### src/rtl/m_alu_cmd_issuer.sv
// m_alu_cmd_issuer: command FIFO plus issue FSM feeding the m_alu accumulator.
// Host commands {op,data} are queued. Each one is issued as a single alu_valid cycle.
// Idle gap cycles are inserted after MUL/DIV.
// DIV-by-zero commands are dropped and raise a sticky error.
//
// state | meaning
// IDLE  | nothing registered for issue; pop decision taken every cycle
// ISSUE | alu_valid=1 for exactly this cycle; pop decision unless a gap must follow
// WAIT  | gap_cnt idle cycles after MUL/DIV; pop decision in the last one
module m_alu_cmd_issuer #(
    parameter int WORD  = 8,
    parameter int DEPTH = 4,
    parameter int GAP   = 2
) (
    input  logic                     clk,
    input  logic                     reset,
    input  logic                     in_valid,
    output logic                     in_ready,
    input  logic [2:0]               in_op,
    input  logic [WORD-1:0]          in_data,
    input  logic                     halt,
    input  logic                     flush,
    input  logic                     err_clr,
    output logic                     alu_valid,
    output logic [2:0]               alu_op,
    output logic [WORD-1:0]          alu_data,
    output logic [$clog2(DEPTH):0]   fifo_count,
    output logic                     busy,
    output logic                     div0_err
);

    localparam int AW = $clog2(DEPTH);
    localparam int CW = AW + 1;
    localparam int GW = (GAP > 0) ? $clog2(GAP + 1) : 1;
    localparam logic [CW-1:0] FULL = CW'(DEPTH);
    localparam logic [2:0] OP_DIV = 3'b101;

    typedef enum logic [1:0] {S_IDLE, S_ISSUE, S_WAIT} state_t;

    state_t          state, next_state;
    logic [2:0]      op_mem   [DEPTH];
    logic [WORD-1:0] data_mem [DEPTH];
    logic [AW-1:0]   wr_ptr, rd_ptr;
    logic [CW-1:0]   count;
    logic [GW-1:0]   gap_cnt;

    logic            push, pop, drop, issue, decide, gap_after;
    logic [2:0]      head_op;
    logic [WORD-1:0] head_data;

    assign head_op    = op_mem[rd_ptr];
    assign head_data  = data_mem[rd_ptr];
    assign fifo_count = count;

    // State register
    always_ff @(posedge clk or posedge reset) begin
        if (reset) state <= S_IDLE;
        else       state <= next_state;
    end

    // Next-state logic; flush overrides everything
    always_comb begin
        next_state = state;
        if (flush) begin
            next_state = S_IDLE;
        end else begin
            case (state)
                S_IDLE:  next_state = issue ? S_ISSUE : S_IDLE;
                S_ISSUE: next_state = gap_after ? S_WAIT : (issue ? S_ISSUE : S_IDLE);
                S_WAIT:  if (gap_cnt == GW'(1)) next_state = issue ? S_ISSUE : S_IDLE;
                default: next_state = S_IDLE;
            endcase
        end
    end

    // Output/control decode: when a pop is allowed and what it does
    always_comb begin
        gap_after = (GAP > 0) && (alu_op[2:1] == 2'b10);
        decide    = (state == S_IDLE)
                 || (state == S_ISSUE && !gap_after)
                 || (state == S_WAIT && gap_cnt == GW'(1));
        pop       = decide && (count != '0) && !halt && !flush;
        drop      = pop && (head_op == OP_DIV) && (head_data == '0);
        issue     = pop && !drop;
        in_ready  = !reset && !flush && (count < FULL);
        push      = in_valid && in_ready;
        busy      = (count != '0) || (state != S_IDLE);
    end

    // FIFO storage; contents need no reset since count gates every read
    always_ff @(posedge clk) begin
        if (push) begin
            op_mem[wr_ptr]   <= in_op;
            data_mem[wr_ptr] <= in_data;
        end
    end

    // FIFO pointers and occupancy
    always_ff @(posedge clk or posedge reset) begin
        if (reset) begin
            wr_ptr <= '0;
            rd_ptr <= '0;
            count  <= '0;
        end else if (flush) begin
            wr_ptr <= '0;
            rd_ptr <= '0;
            count  <= '0;
        end else begin
            if (push) wr_ptr <= wr_ptr + AW'(1);
            if (pop)  rd_ptr <= rd_ptr + AW'(1);
            if (push && !pop)      count <= count + CW'(1);
            else if (pop && !push) count <= count - CW'(1);
        end
    end

    // Issue registers, gap counter and sticky divide-by-zero flag
    always_ff @(posedge clk or posedge reset) begin
        if (reset) begin
            alu_valid <= 1'b0;
            alu_op    <= '0;
            alu_data  <= '0;
            gap_cnt   <= '0;
            div0_err  <= 1'b0;
        end else begin
            alu_valid <= issue;
            if (issue) begin
                alu_op   <= head_op;
                alu_data <= head_data;
            end
            if (flush)                                 gap_cnt <= '0;
            else if (state == S_ISSUE && gap_after)    gap_cnt <= GW'(GAP);
            else if (state == S_WAIT && gap_cnt != '0) gap_cnt <= gap_cnt - GW'(1);
            if (drop)         div0_err <= 1'b1;
            else if (err_clr) div0_err <= 1'b0;
        end
    end

endmodule
### config.mk
export PLATFORM = sky130hd
export DESIGN_NAME = m_alu_cmd_issuer
export DESIGN_NICKNAME = d
export VERILOG_FILES = /design/src/rtl/m_alu_cmd_issuer.sv
export SDC_FILE = /design/constraint.sdc
export NUM_CORES = 1
export LEC_CHECK = 0
export ABC_AREA = 1
export BUFFER_PORTS_ARGS = -buffer_cell sky130_fd_sc_hd__buf_2
export CAP_MARGIN = 25
export CORE_UTILIZATION = 50
export CTS_BUF_LIST = sky130_fd_sc_hd__clkbuf_4 sky130_fd_sc_hd__clkbuf_8 sky130_fd_sc_hd__clkbuf_16
export DETAILED_ROUTE_END_ITERATION = 6
export MAX_ROUTING_LAYER = met4
export PLACE_DENSITY_LB_ADDON = 0.05
export SLEW_MARGIN = 20
export SYNTH_ARGS = -nofsm -noshare
export SYNTH_HDL_FRONTEND = slang
export SYNTH_SLANG_ARGS = --single-unit
### constraint.sdc
create_clock -name clk -period 2.21 [get_ports clk]
set_clock_uncertainty 0.1 [all_clocks]
set_input_delay 0 -clock clk [delete_from_list [all_inputs] [get_ports clk]]
set_output_delay 0 -clock clk [all_outputs]
set_load 0.02 [all_outputs]
=== After elaboration in Yosys (flattened, before gate mapping) ===
Memories as Yosys holds them, arrays and structs flattened.
Index checks and enable logic that the tools add are counted.

* Logic and storage cells: 77
* Memories kept: 2
* Register bits: 24
* Bits in writable memories: 44
* Input bits: 17
* Output and inout bits: 18

* Reductions and logical operators: 35
* Eq/ne operators: 6
* Mux-type cells: 19
* Add/sub/neg operators: 5
* Order comparisons: 1

{| class="wikitable"
|+ Memories
! name !! depth !! width !! rd ports !! clocked after Yosys merged registers in !! write ports !! RTL line !! source
|-
| data_mem || 4 || 8 || 1 || 0 || 1 || 42 || <nowiki>logic [WORD-1:0] data_mem [DEPTH];</nowiki>
|-
| op_mem || 4 || 3 || 1 || 0 || 1 || 41 || <nowiki>logic [2:0] op_mem [DEPTH];</nowiki>
|}

{| class="wikitable"
|+ Operator list
! cell !! number
|-
| 2-to-1 mux 2 bit || 10
|-
| logical AND 1 bit || 15
|-
| nonzero test 2 bit || 5
|-
| 2-to-1 mux 3 bit || 3
|-
| nonzero test 3 bit || 3
|-
| zero test 8 bit || 1
|-
| zero test 1 bit || 7
|-
| one-hot mux 2 bit (3 select lines) || 1
|-
| 2-to-1 mux 1 bit || 5
|-
| adder 2 x 1 -> 2 bit, second input constant || 2
|-
| equality test 2 x 1 -> 1 bit, second input constant || 2
|-
| equality test 2 bit, second input constant || 2
|-
| adder 3 x 1 -> 3 bit, second input constant || 1
|-
| equality test 3 bit, second input constant || 1
|-
| logical OR 1 bit || 3
|-
| < comparator 3 bit, second input constant || 1
|-
| != test 3 bit, second input constant || 1
|-
| subtractor 3 x 1 -> 3 bit, second input constant || 1
|-
| zero test 2 bit || 1
|-
| subtractor 2 x 1 -> 2 bit, second input constant || 1
|}

=== Logic depth before layout (Yosys ltp) ===
Gate-level depths: netlist of run 1.

* Depth in word-level cells: 16
* Gate-level depth with buffers: 13
* Depth with buffers taken out: 11

=== Worst setup path before layout of run 1 ===
Ideal clock, no wire load.

* Path type: in2reg
* Start point: input reset
* End point: memory data_mem[0][0] (enable)
* Data required time: 1.732 ns
* Cell stages on the path: 5
* Arrival time: 1.533 ns
* Slack: 0.199 ns
* Setup time: 0.378 ns
* Path buffers: 0
* Cells stage by stage: inv_1 > nand3_1 > nor2_1 > inv_1 > nor2_1

* Word-level cells in the longest chain between the ends: 6

{| class="wikitable"
|+ Ends and longest elaborated chain
! element !! RTL line !! source
|-
| start, declared || 16 || <nowiki>input logic reset,</nowiki>
|-
| zero test 1 bit (no line) || -- ||
|-
| logical AND 1 bit (2 in series) || 85 || <nowiki>in_ready = !reset && !flush && (count < FULL);</nowiki>
|-
| logical AND 1 bit || 86 || <nowiki>push = in_valid && in_ready;</nowiki>
|-
| 2-to-1 mux 1 bit || 92 || <nowiki>if (push) begin</nowiki>
|-
| 2-to-1 mux 1 bit (implied by the code) || 94 || <nowiki>data_mem[wr_ptr] <= in_data;</nowiki>
|-
| end, declared || 42 ||
|}

Every way passes these cells.

=== Worst setup path in the final report of run 1 ===
* Start point: register gap_cnt[1]
* End point: register count[2], in the netlist fifo_count[2]

* Word-level cells in the longest chain between the ends: 10
* Elaborated cells between the ends (all ways): 12
* Those cells by class: 1 x eq/ne; 2 x mux; 9 x reduce/logical

{| class="wikitable"
|+ Ends and longest elaborated chain
! element !! RTL line !! source
|-
| start, declared || 45 || <nowiki>logic [GW-1:0] gap_cnt;</nowiki>
|-
| start signal, assigned || 131 || <nowiki>else if (state == S_ISSUE && gap_after) gap_cnt <= GW'(GAP);</nowiki>
|-
| start signal, assigned || 132 || <nowiki>else if (state == S_WAIT && gap_cnt != '0) gap_cnt <= gap_cnt - GW'(1);</nowiki>
|-
| equality test 2 x 1 -> 1 bit (*) || 81 || <nowiki>|| (state == S_WAIT && gap_cnt == GW'(1));</nowiki>
|-
| logical AND 1 bit (*) || 81 ||
|-
| logical OR 1 bit (*) || 81 ||
|-
| logical AND 1 bit (*) (3 in series) || 82 || <nowiki>pop = decide && (count != '0) && !halt && !flush;</nowiki>
|-
| zero test 1 bit || 111 || <nowiki>if (push && !pop) count <= count + CW'(1);</nowiki>
|-
| logical AND 1 bit || 111 ||
|-
| 2-to-1 mux 3 bit || 111 ||
|-
| 2-to-1 mux 3 bit || 104 || <nowiki>end else if (flush) begin</nowiki>
|-
| end signal, assigned || 111 ||
|-
| end signal, assigned || 112 || <nowiki>else if (pop && !push) count <= count - CW'(1);</nowiki>
|-
| end, declared || 44 || <nowiki>logic [CW-1:0] count;</nowiki>
|}

Mark *: on every way between the ends. The rest lies on a longest branch, timed or not.
A chain may end at the register's enable or synchronous reset.

==> results of run 1 <==
[Yosys cell counts, drive strengths merged]
library cell and count:
edfxtp 44, a22o 1, a31oi 1, o21bai 2, a21oi 3, o21ai 7
dfrtp 24, nor3 2, inv 41, clkbuf 1, nand3b 1, fa 1
or2 1, nand3 39, nand2 102, clkinv 1, ha 6, nor2 16
o31ai 1, buf 7
[flip-flops by register name (all words and copies together), names as in the netlist]
register    flops
div0_err        1
rd_ptr          2
alu_data        8
alu_valid       1
alu_op          3
wr_ptr          2
data_mem       32
gap_cnt         2
state           2
fifo_count      3
op_mem         12
[layout make-up]
cell class	count	area (µm²)	area share
sequential	68	1920	0.537
multi-input combinational	183	858	0.240
timing repair buffer	56	370	0.104
inverter	42	160	0.0448
clock buffer	9	124	0.0346
tap	72	90.1	0.0252
clock inverter	7	52.6	0.0147
[tightest hold or removal path: cells and delay by family]
family | cells | cell delay [ns]
and+or+nand+nor | 2 | 0.14
AOI/OAI and AO/OA | 2 | 0.19
buffers and inverters | 1 | 0.08
[stage by stage]
step / area (µm²) / utilization / hold slack [ns] / setup WS, ns / total power [W]
floorplan: 3000 / - / -0.0768 / 0.199 / 0.00240
global placement: 3260 / 0.577 / 0.0878 / 0.212 / 0.00267
detailed placement: 3260 / 0.577 / 0.0899 / 0.156 / 0.00269
CTS: 3570 / 0.633 / 0.00780 / 0.149 / 0.00361
global route: 3580 / 0.634 / 0.0525 / 0.00358 / 0.00385
finish: 3580 / 0.634 / 0.0286 / 0.164 / 0.00357
[kinds of logic (layout without fill, tap and decap cells)]
group | after synthesis | count (layout) | share of synthesized area
buf+inv | 50 | 114 | 0.0727
fa+ha+maj | 7 | 7 | 0.0317
flops | 68 | 68 | 0.642
compound gates | 15 | 15 | 0.0330
simple gates | 161 | 161 | 0.221
[layer usage]
| layer | share of wire | vias up | GRT usage |
|---|---|---|---|
| li1 | - | 1093 | - |
| met1 | 0.49 | 945 | 0.265 |
| met2 | 0.47 | 34 | 0.316 |
| met3 | 0.036 | 4 | 0.0617 |
| met4 | 0.0069 | 0 | 0.0545 |
| met5 | 0 | - | - |
[repair_timing]
item,in CTS,in global routing
hold buffers,14,0
buffers inserted,0,0
endpoints found under the setup margin,0,5
endpoints found under the hold margin,78,0
gates resized for setup,0,4
[power breakdown]
group	switching, W	internal, W	leakage, nW
registers	0.0000942	0.00151	0.709
logic	0.000710	0.000361	0.880
clock network	0.000483	0.000412	0.0896
total	0.00129	0.00229	1.68
[worst max path at each step]
stage,startpoint,to,slack [ns],cells after the start
after CTS,gap_cnt[1]$_DFFE_PP0P_,fifo_count[2]$_DFFE_PP0P_,0.15,11
after global placement,alu_op[2]$_DFFE_PP0N_,fifo_count[2]$_DFFE_PP0P_,0.21,10
after floorplan,reset,data_mem[0][0]$_DFFE_PP_,0.20,5
after detailed placement,gap_cnt[1]$_DFFE_PP0P_,fifo_count[2]$_DFFE_PP0P_,0.16,11
after global routing,gap_cnt[1]$_DFFE_PP0P_,fifo_count[2]$_DFFE_PP0P_,0.004,11
final,gap_cnt[1]$_DFFE_PP0P_,fifo_count[2]$_DFFE_PP0P_,0.16,11
==> impl_metrics.sql, run 1 <==
INSERT INTO impl_metrics (metric_group, metric, value, unit) VALUES
('outcome', 'outcome', 'finished clean', ''),
('clock_tree', 'cts.htree.levels', '3', ''),
('die', 'fp.dieW', '79.4', 'µm'),
('logic_synthesis', 'syn-instance-count', '301', ''),
('logic_synthesis', 'number_of_distinct_standard_cells_referenced_by_the_synthesized_netlist', '25', ''),
('sta', 'maxClockFrequency', '0.489', 'GHz'),
('clock_tree', 'cts.clk_slew.worst_paths', '0.07', 'ns'),
('detailed_routing', 'route.detailed.vias_per_inst', '4.75', ''),
('place', 'io_buffer_count', '34', ''),
('place', 'hpwlAfterDp', '3640', 'µm'),
('die', 'floorplan.initialDensity', '0.531', ''),
('setup_path', 'crit-reg2reg-launch', 'gap_cnt[1]$_DFFE_PP0P_', ''),
('sta', 'layout_worst_path_cycle_share', '0.926', ''),
('final_layout', 'layout.cells.most_common', 'sky130_fd_sc_hd__nand2_1', ''),
('global_routing', 'globalRoute.totalOverflow', '0', ''),
('global_routing', 'first_pass_grt_wire_length', '9280', 'µm'),
('sta', 'report.final.hold_viol_count', '0', ''),
('setup_path', 'crit_fanout', '4', ''),
('power', 'power.density_cell_area', '999', 'nW/µm²'),
('logic_synthesis', 'syn_avg_cell_area', '9.95', 'µm²'),
('final_layout', 'n_antenna_cell', '0', ''),
('power', 'vdd_ir_drop_max', '0.517', 'mV'),
('logic_synthesis', 'synth_area_leaders', 'sky130_fd_sc_hd__edfxtp_1, sky130_fd_sc_hd__dfrtp_1, sky130_fd_sc_hd__nand2_1', ''),
('setup_path', 'crit_path_max_incr_delay', '0.38', 'ns'),
('final_layout', 'final_layout_size_suffix_gt1_frac', '0.175', ''),
('min_path', 'worstHoldStart', 'halt', ''),
('die', 'ios', '35', ''),
('die', 'die-height', '79.4', 'µm'),
('logic_synthesis', 'seq_area_frac_synth', '0.642', ''),
('place', 'globalplace.congestion', '0.757', ''),
('sta', 'final.min_clock_period', '2.05', 'ns'),
('setup_path', 'crit_required', '2.34', 'ns'),
('setup_path', 'worst_path_most_repeated_cell', 'sky130_fd_sc_hd__nand2_1', ''),
('detailed_routing', 'routed_wire_length_per_instance', '12.2', 'µm'),
('setup_path', 'start_kind', 'register', ''),
('sta', 'relSlewSlack', '0.710', ''),
('place', 'dp_cells', '407', ''),
('sta', 'timing.final.max_slew_violations', '0', ''),
('setup_path', 'critPathTopFamily', 'simple AND/OR/NAND/NOR gates', ''),
('final_layout', 'area_growth', '19.4', '%'),
('sta', 'grt_setup_unrepaired', 'no', ''),
('setup_path', 'criticalPathCategory', 'register to register', ''),
('logic_synthesis', 'synth_area', '3000', 'µm²'),
('clock_tree', 'cts_buffer_depth', '2', ''),
('min_path', 'holdPathEnd', 'rd_ptr[1]$_DFFE_PP0P_', ''),
('setup_path', 'r2r-end', 'fifo_count[2]$_DFFE_PP0P_', ''),
('detailed_routing', 'drt_iter0_markers', '112', ''),
('detailed_routing', 'post-route-drc-count', '0', ''),
('detailed_routing', 'detailedRoute.firstPassIterationCount', '4', ''),
('setup_path', 'timing.reg2reg.worst_path_depth', '11', ''),
('setup_path', 'crit_chain', 'inv_1, ha_1, o21bai_1, nor2_2, nand2_1, nand2_1, inv_1, fa_1, nand3b_1, nand3_1, nand2_1', ''),
('sta', 'setup_tns', '0', 'ns'),
('clock_tree', 'total_clock_buffers_created_by_cts', '9', ''),
('detailed_routing', 'route.vias.total', '2076', ''),
('die', 'floorplan.die_area', '6300', 'µm²'),
('detailed_routing', 'routed_wl', '5340', 'µm'),
('die', 'number_of_placement_rows', '27', ''),
('power', 'leakage_power_of_the_design', '1.68', 'nW'),
('global_routing', 'gr-usage-all-layers', '0.204', ''),
('logic_synthesis', 'total_of_warnings_raised_by_yosys', '0', ''),
('final_layout', 'final.fill_count', '481', ''),
('clock_tree', 'skew_pair_late_insertion_delay', '0.34', 'ns'),
('run', 'max_cap_viol_count', '0', ''),
('setup_path', 'timing.critical_path.arrival', '2.17', 'ns'),
('final_layout', 'layout.cells.most_common_list', 'sky130_fd_sc_hd__nand2_1, sky130_fd_sc_hd__edfxtp_1, sky130_fd_sc_hd__nand3_1', ''),
('logic_synthesis', 'yosys.area.top_type_share', '0.441', ''),
('sta', 'timing.final.setup_violations', '0', ''),
('global_routing', 'number_of_global_route_vias_before_repair', '1983', ''),
('global_routing', 'grt_start_max_net_pins', '25', ''),
('setup_path', 'end_kind', 'register', ''),
('global_routing', 'initial_antenna_violation_count', '0', '');
No activity file was read; power rests on OpenSTA's default activity.
==> inputs of run 2 (changes only) <==
Settings changed: CORE_ASPECT_RATIO set to 1.5, REMOVE_ABC_BUFFERS set to 1.
==> run 2 against run 1 <==
Die area barely moved. Sequential share of layout area down 0.094 points. Sequential power about the same. Critical endpoint unchanged. Largest power group unchanged. Highest routed layer unchanged.
==> impl_metrics.sql, run 2 (synthesis results as in run 1) <==
INSERT INTO impl_metrics (metric_group, metric, value, unit) VALUES
('outcome', 'outcome', 'finished clean', ''),
('detailed_routing', 'post-route-drc-count', '0', ''),
('final_layout', 'area_growth', '19.6', '%'),
('setup_path', 'crit_fanout', '4', ''),
('power', 'p_switching', '0.00126', 'W'),
('detailed_routing', 'route.vias.total', '2126', ''),
('die', 'number_of_placement_rows', '34', ''),
('sta', 'layout_worst_path_cycle_share', '0.903', ''),
('die', 'core_region_area', '5790', 'µm²'),
('clock_tree', 'cts_tree', 'yes', ''),
('sta', 'grt_setup_unrepaired', 'no', ''),
('setup_path', 'end_kind', 'register', ''),
('sta', 'maxClockFrequency', '0.501', 'GHz'),
('power', 'clkPwrFrac', '0.244', ''),
('detailed_routing', 'met3RoutedLength', '199', 'µm'),
('die', 'die-height', '96.8', 'µm'),
('power', 'leakage_power_of_the_design', '1.68', 'nW'),
('detailed_routing', 'routed_wl', '5630', 'µm'),
('final_layout', 'layout.cells.most_common_list', 'sky130_fd_sc_hd__nand2_1, sky130_fd_sc_hd__edfxtp_1, sky130_fd_sc_hd__nand3_1', ''),
('final_layout', 'final_nets', '386', ''),
('final_layout', 'final_layout_size_suffix_gt1_frac', '0.174', ''),
('sta', 'timing.final.max_slew_violations', '0', ''),
('clock_tree', 'clkSinkCount', '68', ''),
('sta', 'timing.final.setup_violations', '0', ''),
('setup_path', 'timing.critical_path.arrival', '2.14', 'ns'),
('setup_path', 'critPathTopFamily', 'simple AND/OR/NAND/NOR gates', ''),
('sta', 'setup_tns', '0', 'ns'),
('detailed_routing', 'top_signal_layer_used', 'met4', ''),
('setup_path', 'timing.critical_path.slowest_stage_cell', 'sky130_fd_sc_hd__dfrtp_1', ''),
('place', 'placed_cell_area', '3260', 'µm²'),
('global_routing', 'number_of_global_route_vias_before_repair', '2040', ''),
('setup_path', 'worst_path_most_repeated_cell', 'sky130_fd_sc_hd__nand2_1', ''),
('clock_tree', 'clockRootBuffer', 'sky130_fd_sc_hd__clkbuf_8', ''),
('clock_tree', 'skew_pair_late_insertion_delay', '0.35', 'ns'),
('clock_tree', 'total_clock_buffers_created_by_cts', '9', ''),
('place', 'io_buffer_count', '34', ''),
('sta', 'final.min_clock_period', '2.00', 'ns'),
('detailed_routing', 'dr_wl_met2', '2790', 'µm'),
('min_path', 'holdCritPathClass', 'input port to register', ''),
('power', 'combinationalPowerShare', '0.306', ''),
('power', 'vdd_ir_drop_max', '0.537', 'mV'),
('final_layout', 'regMostFlops', 'data_mem', ''),
('final_layout', 'final.fill_count', '506', ''),
('detailed_routing', 'routed_wire_length_per_instance', '12.8', 'µm'),
('final_layout', 'largest_register_ffs', '32', ''),
('die', 'floorplan.initialDensity', '0.518', ''),
('power', 'internal_power', '0.00231', 'W'),
('sta', 'worst-slew-pin-transition', '0.419', 'ns'),
('setup_path', 'crit_path_max_incr_delay', '0.38', 'ns'),
('power', 'switching_share', '0.354', ''),
('global_routing', 'first_pass_grt_wire_length', '9270', 'µm'),
('run', 'max_cap_viol_count', '0', ''),
('clock_tree', 'cts.clk_slew.worst_paths', '0.07', 'ns'),
('detailed_routing', 'm1WireLength', '2450', 'µm'),
('detailed_routing', 'detail-route-antenna-nets', '0', ''),
('final_layout', 'layout.cells.most_common', 'sky130_fd_sc_hd__nand2_1', ''),
('clock_tree', 'cts_buffer_depth', '2', ''),
('final_layout', 'biggestRegsByFlops', 'data_mem (32), op_mem (12), alu_data (8)', ''),
('power', 'fin_total_pwr', '0.00357', 'W'),
('clock_tree', 'cts.htree.levels', '3', ''),
('detailed_routing', 'detailedRoute.firstPassIterationCount', '5', ''),
('detailed_routing', 'drt_iter0_markers', '114', ''),
('setup_path', 'critPathBufInv', '2', ''),
('global_routing', 'gr-usage-all-layers', '0.207', ''),
('setup_path', 'start_kind', 'register', ''),
('place', 'globalplace.congestion', '0.739', ''),
('die', 'ios', '35', ''),
('die', 'floorplan.die_area', '6310', 'µm²'),
('place', 'hpwlAfterDp', '3820', 'µm'),
('global_routing', 'globalRoute.totalOverflow', '0', ''),
('final_layout', 'postLayoutCellArea', '3580', 'µm²'),
('final_layout', 'n_antenna_cell', '0', ''),
('setup_path', 'crit_required', '2.36', 'ns'),
('die', 'fp.dieW', '65.2', 'µm'),
('sta', 'relSlewSlack', '0.719', ''),
('global_routing', 'initial_antenna_violation_count', '0', ''),
('setup_path', 'crit_chain', 'inv_1, ha_1, o21bai_1, nor2_2, nand2_1, nand2_1, inv_1, fa_1, nand3b_1, nand3_1, nand2_1', ''),
('global_routing', 'grt_start_max_net_pins', '25', ''),
('sta', 'report.final.hold_viol_count', '0', ''),
('power', 'power.density_cell_area', '995', 'nW/µm²'),
('setup_path', 'criticalPathCategory', 'register to register', ''),
('detailed_routing', 'route.detailed.vias_per_inst', '4.84', ''),
('power', 'pwr-share-seq', '0.449', ''),
('clock_tree', 'post-cts-setup-buffer-count', '0', '');
run 2: changes by cell type in the layout (fill, tap and decap cells not counted):
cell / delta
sky130_fd_sc_hd__clkinv_4: -3
sky130_fd_sc_hd__clkinv_1: +1
sky130_fd_sc_hd__buf_4: +1
sky130_fd_sc_hd__inv_2: +1
sky130_fd_sc_hd__dlygate4sd3_1: +1
sky130_fd_sc_hd__inv_4: -1
sky130_fd_sc_hd__clkinvlp_4: +1
sky130_fd_sc_hd__inv_6: -1
sky130_fd_sc_hd__clkbuf_4: +2
run 2: worst paths after layout:
path | slack (ns) | startpoint | cells after the start | end
worst max-delay path | 0.21 | gap_cnt[1]$_DFFE_PP0P_ | 11 | fifo_count[2]$_DFFE_PP0P_
min in group asynchronous | 0.26 | reset | 4 | alu_data[7]$_DFFE_PP0N_
max in group asynchronous | 1.51 | reset | 4 | rd_ptr[1]$_DFFE_PP0P_
worst min register to register | 0.37 | alu_data[5]$_DFFE_PP0N_ | 2 | alu_data[5]$_DFFE_PP0N_
worst min-delay path | 0.01 | in_valid | 4 | wr_ptr[1]$_DFFE_PP0P_
worst max register to register | 0.21 | gap_cnt[1]$_DFFE_PP0P_ | 11 | fifo_count[2]$_DFFE_PP0P_
run 2: per-stage QoR:
stage | hold slack (ns) | std cells | util | setup slack, ns
after CTS | 0.00857 | 439 | 0.619 | 0.179
after global placement | 0.0802 | 408 | 0.564 | 0.220
after global routing | 0.0384 | 439 | 0.619 | 0.0426
after detailed placement | 0.103 | 408 | 0.564 | 0.175
after floorplan | -0.0768 | 293 | - | 0.199
final | 0.0134 | 439 | 0.619 | 0.214
run 2: worst min-delay path: stages:
cell                     delay (ns)
sky130_fd_sc_hd__buf_2         0.09
sky130_fd_sc_hd__inv_1         0.04
sky130_fd_sc_hd__nor2_1        0.06
sky130_fd_sc_hd__a22o_1        0.23
run 2: repair_timing:
action | 4_1_cts | 5_1_grt
endpoints found under the hold margin | 78 | 0
endpoints found under the setup margin | 0 | 1
hold buffers | 15 | 0
gates resized for setup | 0 | 2
run 2: cell type report:
cell class / count / area (µm²) / area share
Clock buffer: 11 / 139 / 0.0388
Clock inverter: 5 / 28.8 / 0.00803
Inverter: 42 / 158 / 0.0440
Multi-Input combinational cell: 183 / 858 / 0.240
Sequential cell: 68 / 1920 / 0.536
Tap cell: 72 / 90.1 / 0.0251
Timing Repair Buffer: 58 / 388 / 0.108
run 2: power groups by stage:
stage / clock network (W) / registers (W) / logic (W)
floorplan: 0 / 0.00180 / 0.000551
global placement: 0 / 0.00163 / 0.00105
detailed placement: 0 / 0.00163 / 0.00108
CTS: 0.000895 / 0.00160 / 0.00110
global route: 0.000937 / 0.00162 / 0.00123
finish: 0.000872 / 0.00160 / 0.00109
run 2: metal layers:
metal  up-vias  GRT usage
met1       955      0.225
met5         -          -
met3        18     0.0389
met4         0      0.134
met2        61      0.338
li1       1092          -
